==> config.mk <==
export PLATFORM = sky130hd
export DESIGN_NAME = masked_rand_source_flat
export DESIGN_NICKNAME = d
export VERILOG_FILES = /design/src/rtl/masked_rand_source_pkg.sv /design/src/rtl/masked_rand_source_if.sv /design/src/rtl/masked_rand_lfsr_step.sv /design/src/rtl/masked_rand_source.sv /design/src/flat_wrapper.sv
export SDC_FILE = /design/constraint.sdc
export NUM_CORES = 1
export LEC_CHECK = 0
export CAP_MARGIN = 15
export CORE_MARGIN = 1
export CORE_UTILIZATION = 45
export DETAILED_ROUTE_END_ITERATION = 8
export GPL_ROUTABILITY_DRIVEN = 0
export PLACE_DENSITY_LB_ADDON = 0.2
export SYNTH_ARGS = -nofsm -noshare
export SYNTH_HDL_FRONTEND = slang
export SYNTH_SLANG_ARGS = --single-unit
==> constraint.sdc <==
create_clock -name in_clock -period 2.9 [get_ports in_clock]
set_input_delay 0.87 -clock in_clock [delete_from_list [all_inputs] [get_ports in_clock]]
set_output_delay 0.87 -clock in_clock [all_outputs]
set_load 0.005 [all_outputs]
==> src/rtl/masked_rand_source_pkg.sv <==
// -----------------------------------------------------------------------------
// masked_rand_source_pkg
// Shared constants, FSM state type and helper functions for the masked
// randomness source:
//   - LFSR geometry (128-bit state, 32-bit seed words, 4 words per seed)
//   - feedback tap positions of x^128 + x^29 + x^27 + x^2 + 1
//   - num_quad / rand_bits sizing helpers for the fed HPC3 multipliers
//   - lfsr_bit_step: one serial step of the LFSR
// -----------------------------------------------------------------------------
package masked_rand_source_pkg;

    localparam int unsigned LFSR_WIDTH      = 128;
    localparam int unsigned SEED_WORD_WIDTH = 32;
    localparam int unsigned SEED_WORDS      = 4;
    localparam int unsigned SEED_CNT_WIDTH  = $clog2(SEED_WORDS);

    // Feedback taps, indexed into the state vector (bit 0 receives feedback).
    localparam int unsigned LFSR_TAP_A = 127;
    localparam int unsigned LFSR_TAP_B = 28;
    localparam int unsigned LFSR_TAP_C = 26;
    localparam int unsigned LFSR_TAP_D = 1;

    typedef enum logic [1:0] {
        ST_SEED,
        ST_CHECK,
        ST_WARM,
        ST_RUN
    } rand_src_state_e;

    // Number of share pairs (i<j) of an n-share masking.
    function automatic int unsigned num_quad(input int unsigned num_shares);
        return (num_shares * (num_shares - 1)) / 2;
    endfunction

    // Fresh bits needed per consumed cycle: one r and one p bus per multiplier.
    function automatic int unsigned rand_bits(input int unsigned num_shares,
                                              input int unsigned bit_width,
                                              input int unsigned num_muls);
        return 2 * num_muls * num_quad(num_shares) * bit_width;
    endfunction

    function automatic logic [LFSR_WIDTH-1:0] lfsr_bit_step(input logic [LFSR_WIDTH-1:0] s);
        logic fb;
        fb = s[LFSR_TAP_A] ^ s[LFSR_TAP_B] ^ s[LFSR_TAP_C] ^ s[LFSR_TAP_D];
        return {s[LFSR_WIDTH-2:0], fb};
    endfunction

endpackage

==> src/rtl/masked_rand_source_if.sv <==
// -----------------------------------------------------------------------------
// masked_rand_source_if
// Seed handshake and mask delivery bundle of masked_rand_source.
//   in_seed / in_seed_valid / out_seed_ready : 32-bit seed words, MS word first
//   in_reseed                                : request a new seed while running
//   out_r / out_p                            : [NUM_MULS][NQ] masks of BIT_WIDTH
//   out_valid / in_ready                     : mask handshake
//   out_seed_error                           : one-cycle pulse, all-zero seed
// master : the randomness source, slave : seed provider / mask consumer.
// -----------------------------------------------------------------------------
interface masked_rand_source_if #(
    parameter int unsigned NUM_MULS  = 2,
    parameter int unsigned NQ        = 3,
    parameter int unsigned BIT_WIDTH = 1
);
    logic [31:0]                                 in_seed;
    logic                                        in_seed_valid;
    logic                                        out_seed_ready;
    logic                                        in_reseed;
    logic [NUM_MULS-1:0][NQ-1:0][BIT_WIDTH-1:0]  out_r;
    logic [NUM_MULS-1:0][NQ-1:0][BIT_WIDTH-1:0]  out_p;
    logic                                        out_valid;
    logic                                        in_ready;
    logic                                        out_seed_error;

    modport master (
        input  in_seed,
        input  in_seed_valid,
        output out_seed_ready,
        input  in_reseed,
        output out_r,
        output out_p,
        output out_valid,
        input  in_ready,
        output out_seed_error
    );

    modport slave (
        output in_seed,
        output in_seed_valid,
        input  out_seed_ready,
        output in_reseed,
        input  out_r,
        input  out_p,
        input  out_valid,
        output in_ready,
        input  out_seed_error
    );
endinterface

==> src/rtl/masked_rand_lfsr_step.sv <==
// -----------------------------------------------------------------------------
// masked_rand_lfsr_step
// Purely combinational: advances the 128-bit LFSR state by STEPS serial steps
// in a single cycle.
//   in_state  : current state
//   out_state : state after STEPS bit steps
// -----------------------------------------------------------------------------
module masked_rand_lfsr_step
    import masked_rand_source_pkg::*;
#(
    parameter int unsigned STEPS = 12
) (
    input  logic [LFSR_WIDTH-1:0] in_state,
    output logic [LFSR_WIDTH-1:0] out_state
);

    always_comb begin
        out_state = in_state;
        for (int unsigned i = 0; i < STEPS; i++) begin
            out_state = lfsr_bit_step(out_state);
        end
    end

endmodule

==> src/rtl/masked_rand_source.sv <==
// -----------------------------------------------------------------------------
// masked_rand_source
// Fresh r/p mask source for NUM_MULS HPC3 masked multipliers. A 128-bit LFSR
// is seeded with four 32-bit words, checked for the forbidden all-zero state,
// warmed up for WARMUP_CYCLES advances and then advanced RAND_BITS bit steps
// every time the consumer takes the masks.
//   in_clock : rising-edge clock
//   in_reset : asynchronous, active-low reset
//   bus      : seed handshake, reseed request, masks and mask handshake
//              (see masked_rand_source_if)
// -----------------------------------------------------------------------------
module masked_rand_source
    import masked_rand_source_pkg::*;
#(
    parameter int unsigned NUM_SHARES    = 3,
    parameter int unsigned BIT_WIDTH     = 1,
    parameter int unsigned NUM_MULS      = 2,
    parameter int unsigned WARMUP_CYCLES = 4
) (
    input  logic                 in_clock,
    input  logic                 in_reset,
    masked_rand_source_if.master bus
);

    localparam int unsigned NQ        = num_quad(NUM_SHARES);
    localparam int unsigned RAND_BITS = rand_bits(NUM_SHARES, BIT_WIDTH, NUM_MULS);
    localparam int unsigned MASK_BITS = NUM_MULS * NQ * BIT_WIDTH;

    localparam int unsigned WARM_W = (WARMUP_CYCLES > 1) ? $clog2(WARMUP_CYCLES) : 1;
    localparam logic [WARM_W-1:0] WARM_LAST =
        WARM_W'((WARMUP_CYCLES > 0) ? WARMUP_CYCLES - 1 : 0);
    localparam logic [SEED_CNT_WIDTH-1:0] WORD_LAST = SEED_CNT_WIDTH'(SEED_WORDS - 1);

    generate
        if (RAND_BITS > LFSR_WIDTH) begin : g_bad_cfg
            $error("masked_rand_source: RAND_BITS (%0d) exceeds LFSR width (%0d)",
                   RAND_BITS, LFSR_WIDTH);
        end
    endgenerate

    rand_src_state_e             fsm;
    logic [LFSR_WIDTH-1:0]       lfsr;
    logic [LFSR_WIDTH-1:0]       lfsr_next;
    logic [SEED_CNT_WIDTH-1:0]   word_cnt;
    logic [WARM_W-1:0]           warm_cnt;
    logic                        seed_ready_q;
    logic                        valid_q;
    logic                        error_q;

    masked_rand_lfsr_step #(
        .STEPS (RAND_BITS)
    ) u_step (
        .in_state  (lfsr),
        .out_state (lfsr_next)
    );

    // seed_ready_q is registered so it stays low while reset is asserted and
    // rises on the first clock after release; it doubles as the SEED-state
    // acceptance qualifier.
    always_ff @(posedge in_clock or negedge in_reset) begin
        if (!in_reset) begin
            fsm          <= ST_SEED;
            lfsr         <= '0;
            word_cnt     <= '0;
            warm_cnt     <= '0;
            seed_ready_q <= 1'b0;
            valid_q      <= 1'b0;
            error_q      <= 1'b0;
        end else begin
            error_q <= 1'b0;
            case (fsm)
                ST_SEED: begin
                    if (bus.in_seed_valid && seed_ready_q) begin
                        lfsr <= {lfsr[LFSR_WIDTH-SEED_WORD_WIDTH-1:0], bus.in_seed};
                        if (word_cnt == WORD_LAST) begin
                            word_cnt     <= '0;
                            seed_ready_q <= 1'b0;
                            fsm          <= ST_CHECK;
                        end else begin
                            word_cnt <= word_cnt + 1'b1;
                        end
                    end else begin
                        seed_ready_q <= 1'b1;
                    end
                end

                ST_CHECK: begin
                    if (lfsr == '0) begin
                        error_q      <= 1'b1;
                        word_cnt     <= '0;
                        seed_ready_q <= 1'b1;
                        fsm          <= ST_SEED;
                    end else if (WARMUP_CYCLES == 0) begin
                        valid_q <= 1'b1;
                        fsm     <= ST_RUN;
                    end else begin
                        warm_cnt <= '0;
                        fsm      <= ST_WARM;
                    end
                end

                ST_WARM: begin
                    lfsr <= lfsr_next;
                    if (warm_cnt == WARM_LAST) begin
                        valid_q <= 1'b1;
                        fsm     <= ST_RUN;
                    end else begin
                        warm_cnt <= warm_cnt + 1'b1;
                    end
                end

                ST_RUN: begin
                    // A reseed wins over a coincident consume: the masks are
                    // taken, but the state is about to be overwritten anyway.
                    if (bus.in_reseed) begin
                        valid_q      <= 1'b0;
                        word_cnt     <= '0;
                        seed_ready_q <= 1'b1;
                        fsm          <= ST_SEED;
                    end else if (bus.in_ready) begin
                        lfsr <= lfsr_next;
                    end
                end

                default: begin
                    valid_q      <= 1'b0;
                    seed_ready_q <= 1'b0;
                    fsm          <= ST_SEED;
                end
            endcase
        end
    end

    assign bus.out_seed_ready = seed_ready_q;
    assign bus.out_valid      = valid_q;
    assign bus.out_seed_error = error_q;

    // Masks are zero-gated so the raw seed is never visible before RUN.
    always_comb begin
        bus.out_r = '0;
        bus.out_p = '0;
        if (valid_q) begin
            bus.out_r = lfsr[MASK_BITS-1:0];
            bus.out_p = lfsr[2*MASK_BITS-1:MASK_BITS];
        end
    end

endmodule

==> src/flat_wrapper.sv <==
// flat-port wrapper written by rule: the top's interface ports become plain ports
module masked_rand_source_flat import masked_rand_source_pkg::*;
#(
    parameter int unsigned NUM_SHARES    = 3,
    parameter int unsigned BIT_WIDTH     = 1,
    parameter int unsigned NUM_MULS      = 2,
    parameter int unsigned WARMUP_CYCLES = 4
)
  (in_clock, in_reset, bus_in_seed, bus_in_seed_valid, bus_out_seed_ready, bus_in_reseed, bus_out_r, bus_out_p, bus_out_valid, bus_in_ready, bus_out_seed_error);
  masked_rand_source_if #(.NUM_MULS(NUM_MULS), .NQ(3), .BIT_WIDTH(BIT_WIDTH)) bus_i ();
  input  logic in_clock;
  input  logic in_reset;
  input wire logic [$bits(bus_i.in_seed)-1:0] bus_in_seed;
  input wire logic [$bits(bus_i.in_seed_valid)-1:0] bus_in_seed_valid;
  output wire logic [$bits(bus_i.out_seed_ready)-1:0] bus_out_seed_ready;
  input wire logic [$bits(bus_i.in_reseed)-1:0] bus_in_reseed;
  output wire logic [$bits(bus_i.out_r)-1:0] bus_out_r;
  output wire logic [$bits(bus_i.out_p)-1:0] bus_out_p;
  output wire logic [$bits(bus_i.out_valid)-1:0] bus_out_valid;
  input wire logic [$bits(bus_i.in_ready)-1:0] bus_in_ready;
  output wire logic [$bits(bus_i.out_seed_error)-1:0] bus_out_seed_error;
  assign bus_i.in_seed = bus_in_seed;
  assign bus_i.in_seed_valid = bus_in_seed_valid;
  assign bus_out_seed_ready = bus_i.out_seed_ready;
  assign bus_i.in_reseed = bus_in_reseed;
  assign bus_out_r = bus_i.out_r;
  assign bus_out_p = bus_i.out_p;
  assign bus_out_valid = bus_i.out_valid;
  assign bus_i.in_ready = bus_in_ready;
  assign bus_out_seed_error = bus_i.out_seed_error;
  masked_rand_source #(.NUM_SHARES(NUM_SHARES), .BIT_WIDTH(BIT_WIDTH), .NUM_MULS(NUM_MULS), .WARMUP_CYCLES(WARMUP_CYCLES)) u_core (.in_clock(in_clock), .in_reset(in_reset), .bus(bus_i));
endmodule
Word-level counts from Yosys, hierarchy flattened
Cells that the tools add are included.

storage, ports and cells
  output and inout bits = 15
  input bits = 37
  bits in registers = 137
  word-level logic and storage cells = 102

operators by class
  add/subtract/negate cells = 2
  reductions and logical operators = 13
  equal/unequal tests = 15
  bitwise logic cells = 36
  muxes and demuxes = 29

operators by type and width
  operator                                               count
  2-to-1 mux 128 bit                                     3
  case mux 128 bit (3 select lines)                      1
  zero test 128 bit                                      1
  bitwise XOR 1 bit                                      36
  2-to-1 mux 2 bit                                       10
  AND reduction 4 bit                                    4
  2-to-1 mux 6 bit                                       2
  inequality test 2 bit, second input constant           5
  equality test 2 bit, second input constant             4
  2-to-1 mux 1 bit                                       8
  inequality test 2 x 1 -> 1 bit, second input constant  4
  case mux 2 bit (4 select lines)                        1
  case mux 2 bit (3 select lines)                        1
  AND reduction 3 bit                                    2
  nonzero test 3 bit                                     2
  adder 2 x 1 -> 2 bit, second input constant            2
  case mux 2 bit (2 select lines)                        1
  nonzero test 2 bit                                     2
  inequality test 3 bit, second input constant           1
  case mux 1 bit (3 select lines)                        1
  equality test 2 x 1 -> 1 bit, second input constant    1
  zero test 2 bit                                        1
  case mux 1 bit (2 select lines)                        1
  logical AND 1 bit                                      1

Depth between registers and ports, before layout
Gate-level depths: netlist of run 1.

  depth in word-level cells = 11
  mapped depth = 9
  gate-level depth less buffers = 7

By module
A second synthesis of run 1 with hierarchy kept.

unflattened totals
  cells, all modules = 806
  area, all modules = 7888.8 um^2

modules (own cells, without submodules)
  module                 instances  area each (um^2)  seq. area each (um^2)  cells an instance
  masked_rand_source     1          6675.2            3428.3                 662
  masked_rand_lfsr_step  1          1213.7            0.0                    144

Worst setup path before layout of run 1
Ideal clock, no wire load.

  path type = in2reg
  from = input bus_in_ready
  to = register u_core.lfsr[100]
  stages = 7
  setup time = 0.141 ns
  buffers on the path = 2
  data required time = 2.759 ns
  arrival = 2.058 ns
  slack = 0.701 ns
  cells stage by stage = inv_1 o21ai_0 nand2_1 a21oi_1 clkbuf_1 clkbuf_1 a31oi_1

on the way
  cells in the longest elaborated chain, start to end = 2

ends and longest elaborated chain
  element                                 RTL line                   text
  start: declaration                      flat_wrapper.sv:20         input wire logic [$bits(bus_i.in_ready)-1:0] bus_in_ready;
  inequality test 2 bit (no source line)  n/a
  AND reduction 4 bit (no source line)    n/a
  end signal: assignment                  masked_rand_source.sv:74   lfsr <= {lfsr[LFSR_WIDTH-SEED_WORD_WIDTH-1:0], bus.in_seed};
  end signal: assignment                  masked_rand_source.sv:103  lfsr <= lfsr_next;
  end signal: assignment                  masked_rand_source.sv:121  lfsr <= lfsr_next;
  end: declaration                        masked_rand_source.sv:42   logic [LFSR_WIDTH-1:0] lfsr;

No other way between the ends.
A chain may end at the register's enable or synchronous reset.

Worst setup path in the final report of run 1
  from = register u_core.lfsr[21]
  to = register u_core.word_cnt[1]

on the way
  cells in the longest elaborated chain, start to end = 3

ends and longest elaborated chain
  element                                          RTL line                  text
  zero test 128 bit                                masked_rand_source.sv:88  if (lfsr == '0) begin
  inequality test 2 x 1 -> 1 bit (no source line)  n/a
  AND reduction 4 bit (no source line)             n/a
  end signal: assignment                           masked_rand_source.sv:80  word_cnt <= word_cnt + 1'b1;
  end: declaration                                 masked_rand_source.sv:44  logic [SEED_CNT_WIDTH-1:0] word_cnt;

No other way between the ends.

==> results.toml, run 1 <==
[floorplanning]
num_rows = 45
coreArea_um2 = 15100
io_pins = 52
die_y_um = 126
start_util = 0.458
fp.dieW_um = 126
dieArea_um2 = 15900

[placement]
dp_hpwl_um = 14500
post-place-cells = 1047
numPortBuffers = 51
post_dp_cell_area_um2 = 7790
dpl_worst_slack_ns = 0.239

[worst_setup_path]
endpoint_kind = "flip-flop"
r2r-start = "u_core.lfsr[21]"
r2r_cells = 6
crit_chain = "nor4_1 > nand4_1 > nor4_4 > nand2_2 > a221oi_2 > mux2_1"
worstPathMaxFanout = 5
cp_slowest_cell = "nor4_1"
r2r_end = "u_core.word_cnt[1]"
worstSetupPathType = "reg -> reg"
crit_arrival_ns = 2.90
r2r_slack_ns = 0.30
startpoint_type = "flip-flop"
crit_required_ns = 3.20
max_stage_delay_ns = 0.49

[layout]
layout-drive-gt1-share = 0.0819
final_util = 0.551
antenna_cells = 0
final_nets = 921
final_cell_area_um2 = 8350
area.growth.synth_to_final_pct = 20.4
layout.cells.non_filler = 1079
num-fill-cells = 1381

[clocking]
numCtsBuffers = 17
ctsHoldBuffers = 0
post_cts_resized = 0
cts_tree = "yes"
root_buffer = "clkbuf_16"
clock-sinks = 137
cts_setup_buffers = 0
clkLatencyLatePin_ns = 0.43
cts_buffer_depth = 2
path_clk_slew_ns = 0.06
h-tree-depth = 4

[global_routing]
grt_first_pass_wirelength_um = 33600
grt.total_usage = 0.276
grt_max_degree = 89
grt_overflow_total = 0
first_global_vias = 6061
antenna_found_initial = 0
grt_use_met2 = 0.437
gr-usage-met3 = 0.0489
busiest_layer = "met2"
use_met1 = 0.385

[run_status]
status = "finished, final reports clean"

[logic_synthesis]
synth-edff-count = 0
synth_top_area_frac = 0.494
synth_flop_cell = "dfrtp_1"
ys_warn_count = 0
syn_inst = 840
syn_area_per_cell_um2 = 8.26
async_flop_share = 1.00
synth_largest_area_cell = "dfrtp_1"
ys_types = 39
ys_ff_latch = 137
synth_area_um2 = 6940
synth_commonest_cells = "nand2_1 (254), dfrtp_1 (137), nor2_1 (130)"
synth.most_common_cell = "nand2_1"
yosysSeqAreaShare = 0.494
syn_nets = 883
yosys-top-cells-area = "dfrtp_1 (49%), nand2_1 (14%), a31oi_1 (11%)"

[sta]
relSlewSlack = 0.643
fin_skew_ns = 0.00990
grt_setup_unrepaired = "false"
final_hold_viol_count = 0
clock.fmax_ghz = 0.385
timing.hold.ws_ns = 0.397
tightestPinTransition_ns = 0.536
setup_tns_ns = 0
min_period_ns = 2.60
setup_violations = 0
slew_violations = 0
layout_setup_ws_ns = 0.300
fin_crit_sh = 0.897

[pwr]
power_density_nw_per_um2 = 1560
vdd_ir_drop_max_v = 0.000658
p_leak_nw = 3.59
p_total_mw = 13.0

[routing]
antenna_left = 0
dr.pass1.iters = 5
num_vias = 6372
drtIter0Drc = 797
drt-total-wl_um = 20800
wl_per_cell_um = 19.3
vias_per_cell = 5.91
drc = 0

[flow_run]
max-cap-violations = 0

[min_path]
hold_class = "in -> async"
metal layers:
layer,up-vias,part of all wire
li1,2953,-
met1,3146,0.45
met2,235,0.47
met3,38,0.056
met4,0,0.024
met5,-,0
worst max-delay path by stage:
stage / from / end / slack [ns] / cells after the start
after floorplan: bus_in_ready / u_core.lfsr[100] / 0.70 / 7
after global placement: bus_in_ready / u_core.lfsr[90] / 0.30 / 9
after detailed placement: bus_in_reseed / u_core.lfsr[41] / 0.24 / 8
after CTS: u_core.bus.out_valid / bus_out_p[0] / 0.32 / 2
after global routing: u_core.bus.out_valid / bus_out_p[5] / 0.25 / 2
final: u_core.lfsr[21] / u_core.word_cnt[1] / 0.30 / 6
cells in the final DEF, fill, tap and decap left out, types with 3 or more instances in the layout:
master           count
nand2_1            254
dfrtp_1            137
nor2_1             129
a31oi_1            118
clkdlybuf4s50_1     50
nor4_1              32
buf_4               18
clkbuf_16           17
a21oi_1             15
and2_1              12
xnor2_1             12
o21ai_0             11
buf_12               9
nand4_1              8
inv_1                6
xor2_1               6
ha_1                 6
clkinv_2             6
xnor3_2              4
clkbuf_1             4
nand3_1              3
power breakdown:
group	switching (mW)	internal [mW]
Clock	0.814	1.30
Sequential	1.31	2.93
Combinational	3.84	2.82
Total	5.97	7.06
logic make-up after synthesis:
kind of cell / count (synthesis) / synth area share
xor+xnor: 24 / 0.0420
mux: 5 / 0.00776
compound gates: 152 / 0.135
buf+inv: 65 / 0.0368
flops: 137 / 0.494
fa+ha+maj: 6 / 0.0108
simple gates: 451 / 0.273
worst max-delay path, delay by kind of cell, from the launching register on:
family             cells  cell delay (ns)
AOI/OAI and AO/OA      1             0.35
DFF                    1             0.47
muxes                  1             0.36
and+or+nand+nor        4             1.29
state kept, by name (all words and copies together), names as in the netlist, named ones only:
register,count
u_core.lfsr,128
u_core.warm_cnt,2
u_core.word_cnt,2
u_core.bus.out_seed_error,1
u_core.bus.out_seed_ready,1
u_core.bus.out_valid,1
u_core.fsm,1
layout make-up:
class | instances | area (um^2) | share of cell area
clock inverters | 9 | 97.6 | 0.0117
flip-flops and latches | 137 | 3430 | 0.410
repair buffers | 78 | 827 | 0.0990
multi-input cells | 638 | 3270 | 0.392
inverters | 6 | 22.5 | 0.00270
well taps | 188 | 235 | 0.0282
clock buffers | 23 | 468 | 0.0560
No activity file was read; power rests on OpenSTA's default activity.
==> run 2, diff against run 1 <==
--- a/config.mk
+++ b/config.mk
@@ -11,6 +11,7 @@
 export DETAILED_ROUTE_END_ITERATION = 8
 export GPL_ROUTABILITY_DRIVEN = 0
 export PLACE_DENSITY_LB_ADDON = 0.2
+export RECOVER_POWER = 25
 export SYNTH_ARGS = -nofsm -noshare
 export SYNTH_HDL_FRONTEND = slang
 export SYNTH_SLANG_ARGS = --single-unit
==> run 2 against run 1 <==
Power is essentially flat. Cell area is essentially flat. Combinational power is essentially flat. Sequential power is essentially flat. Register-to-register slack is essentially flat. Critical path type unchanged. Largest cell class unchanged.
==> results.toml, run 2 (synthesis gave the netlist of run 1 again) <==
[clocking]
ctsHoldBuffers = 0
cts_setup_buffers = 0
path_clk_slew_ns = 0.06
root_buffer = "clkbuf_16"
clock-sinks = 137
post_cts_resized = 0
cts_buffer_depth = 2
cts_tree = "yes"
numCtsBuffers = 17
clkLatencyLatePin_ns = 0.43
h-tree-depth = 4

[routing]
num_vias = 6365
antenna_left = 0
vias_per_cell = 5.90
drtIter0Drc = 777
drc = 0
drt-total-wl_um = 20900
wl_per_cell_um = 19.3
dr.pass1.iters = 5

[worst_setup_path]
cp-startpoint = "u_core.lfsr[21]"
worstPathMaxFanout = 5
startpoint_type = "flip-flop"
crit_path_end = "u_core.word_cnt[1]"
r2r_end = "u_core.word_cnt[1]"
r2r-start = "u_core.lfsr[21]"
cp_slowest_cell = "nor4_1"
r2r_cells = 6
r2r_slack_ns = 0.31
endpoint_kind = "flip-flop"
crit_required_ns = 3.20
worstSetupPathType = "reg -> reg"
crit_arrival_ns = 2.89
crit_chain = "nor4_1 > nand4_1 > nor4_4 > nand2_2 > a221oi_2 > mux2_1"
max_stage_delay_ns = 0.48

[layout]
final_cell_mix = "nand2_1 (254), dfrtp_1 (137), nor2_1 (129), a31oi_1 (118), clkdlybuf4s50_1 (50)"
antenna_cells = 0
layout-drive-gt1-share = 0.0819
largest_register_ffs = 128
largest-register = "u_core.lfsr"
final_util = 0.551
area.growth.synth_to_final_pct = 20.3
top_regs = "u_core.lfsr x128, u_core.warm_cnt x2, u_core.word_cnt x2"
final_nets = 921
final_common_cell = "nand2_1"

[sta]
setup_tns_ns = 0
clock.fmax_ghz = 0.386
relSlewSlack = 0.0382
setup_violations = 0
grt_setup_unrepaired = "false"
fin_skew_ns = 0.00916
layout_setup_ws_ns = 0.312
min_period_ns = 2.59
fin_crit_sh = 0.892
timing.hold.ws_ns = 0.519
tightestPinTransition_ns = 1.44
final_hold_viol_count = 0
slew_violations = 0

[floorplanning]
dieArea_um2 = 15900
die_y_um = 126
coreArea_um2 = 15100
io_pins = 52
num_rows = 45
fp.dieW_um = 126
start_util = 0.458

[pwr]
p_total_mw = 13.0
p_leak_nw = 3.59
power_density_nw_per_um2 = 1560
vdd_ir_drop_max_v = 0.000658

[global_routing]
first_global_vias = 6061
antenna_found_initial = 0
grt_max_degree = 89
grt_first_pass_wirelength_um = 33600
grt.total_usage = 0.276
grt_overflow_total = 0

[placement]
dp_hpwl_um = 14500
dpl_worst_slack_ns = 0.239
numPortBuffers = 51

[min_path]
hold_class = "reg -> reg"
hp-start = "u_core.word_cnt[1]"

[run_status]
status = "finished, final reports clean"

[flow_run]
max-cap-violations = 0
## run 2: critical path, delay by kind of cell (launching register included)
family             cells  cell delay (ns)
AOI/OAI and AO/OA      1             0.35
DFF                    1             0.47
muxes                  1             0.36
and+or+nand+nor        4             1.28
## run 2: layout make-up
| type | count | area (um^2) |
|---|---|---|
| clock buffer | 23 | 468 |
| clock inverter | 9 | 97.6 |
| fill | 1380 | 6800 |
| inverter | 6 | 22.5 |
| multi-input combinational | 638 | 3270 |
| sequential | 137 | 3430 |
| tap | 188 | 235 |
| timing repair buffer | 78 | 821 |
## run 2: routing by layer
layer	share of wire	global-route usage
met5	0	0
met4	0.023	0.0907
met3	0.059	0.0489
met2	0.47	0.437
met1	0.45	0.385
## run 2: how the worst min path moves through the flow
stage / to / slack (ns) / cells after the start
after floorplan: u_core.word_cnt[1] / 0.46 / 1
after global placement: u_core.word_cnt[1] / 0.47 / 1
after detailed placement: u_core.word_cnt[1] / 0.51 / 1
after CTS: u_core.bus.out_valid / 0.42 / 1
after global routing: u_core.word_cnt[1] / 0.56 / 1
final: u_core.word_cnt[1] / 0.52 / 1
## run 2: through the flow
| step | instance area, um^2 | std cells |
|---|---|---|
| after CTS | 8350 | 1079 |
| final | 8350 | 1079 |
| after global routing | 8350 | 1079 |
| after floorplan | 6940 | 840 |
| after detailed placement | 7790 | 1047 |
| after global placement | 7790 | 1047 |
## run 2: power breakdown
part / internal, mW / switching (mW) / total [mW]
registers: 2.93 / 1.31 / 4.24
logic: 2.82 / 3.84 / 6.67
clock network: 1.30 / 0.811 / 2.11
==> run 3, diff against run 2 <==
--- a/config.mk
+++ b/config.mk
@@ -8,6 +8,7 @@
 export CAP_MARGIN = 15
 export CORE_MARGIN = 1
 export CORE_UTILIZATION = 45
+export CTS_CLUSTER_DIAMETER = 40
 export DETAILED_ROUTE_END_ITERATION = 8
 export GPL_ROUTABILITY_DRIVEN = 0
 export PLACE_DENSITY_LB_ADDON = 0.2
==> results of run 3 <==
No change in the layout: final DEF, timing and power equal those of run 2.
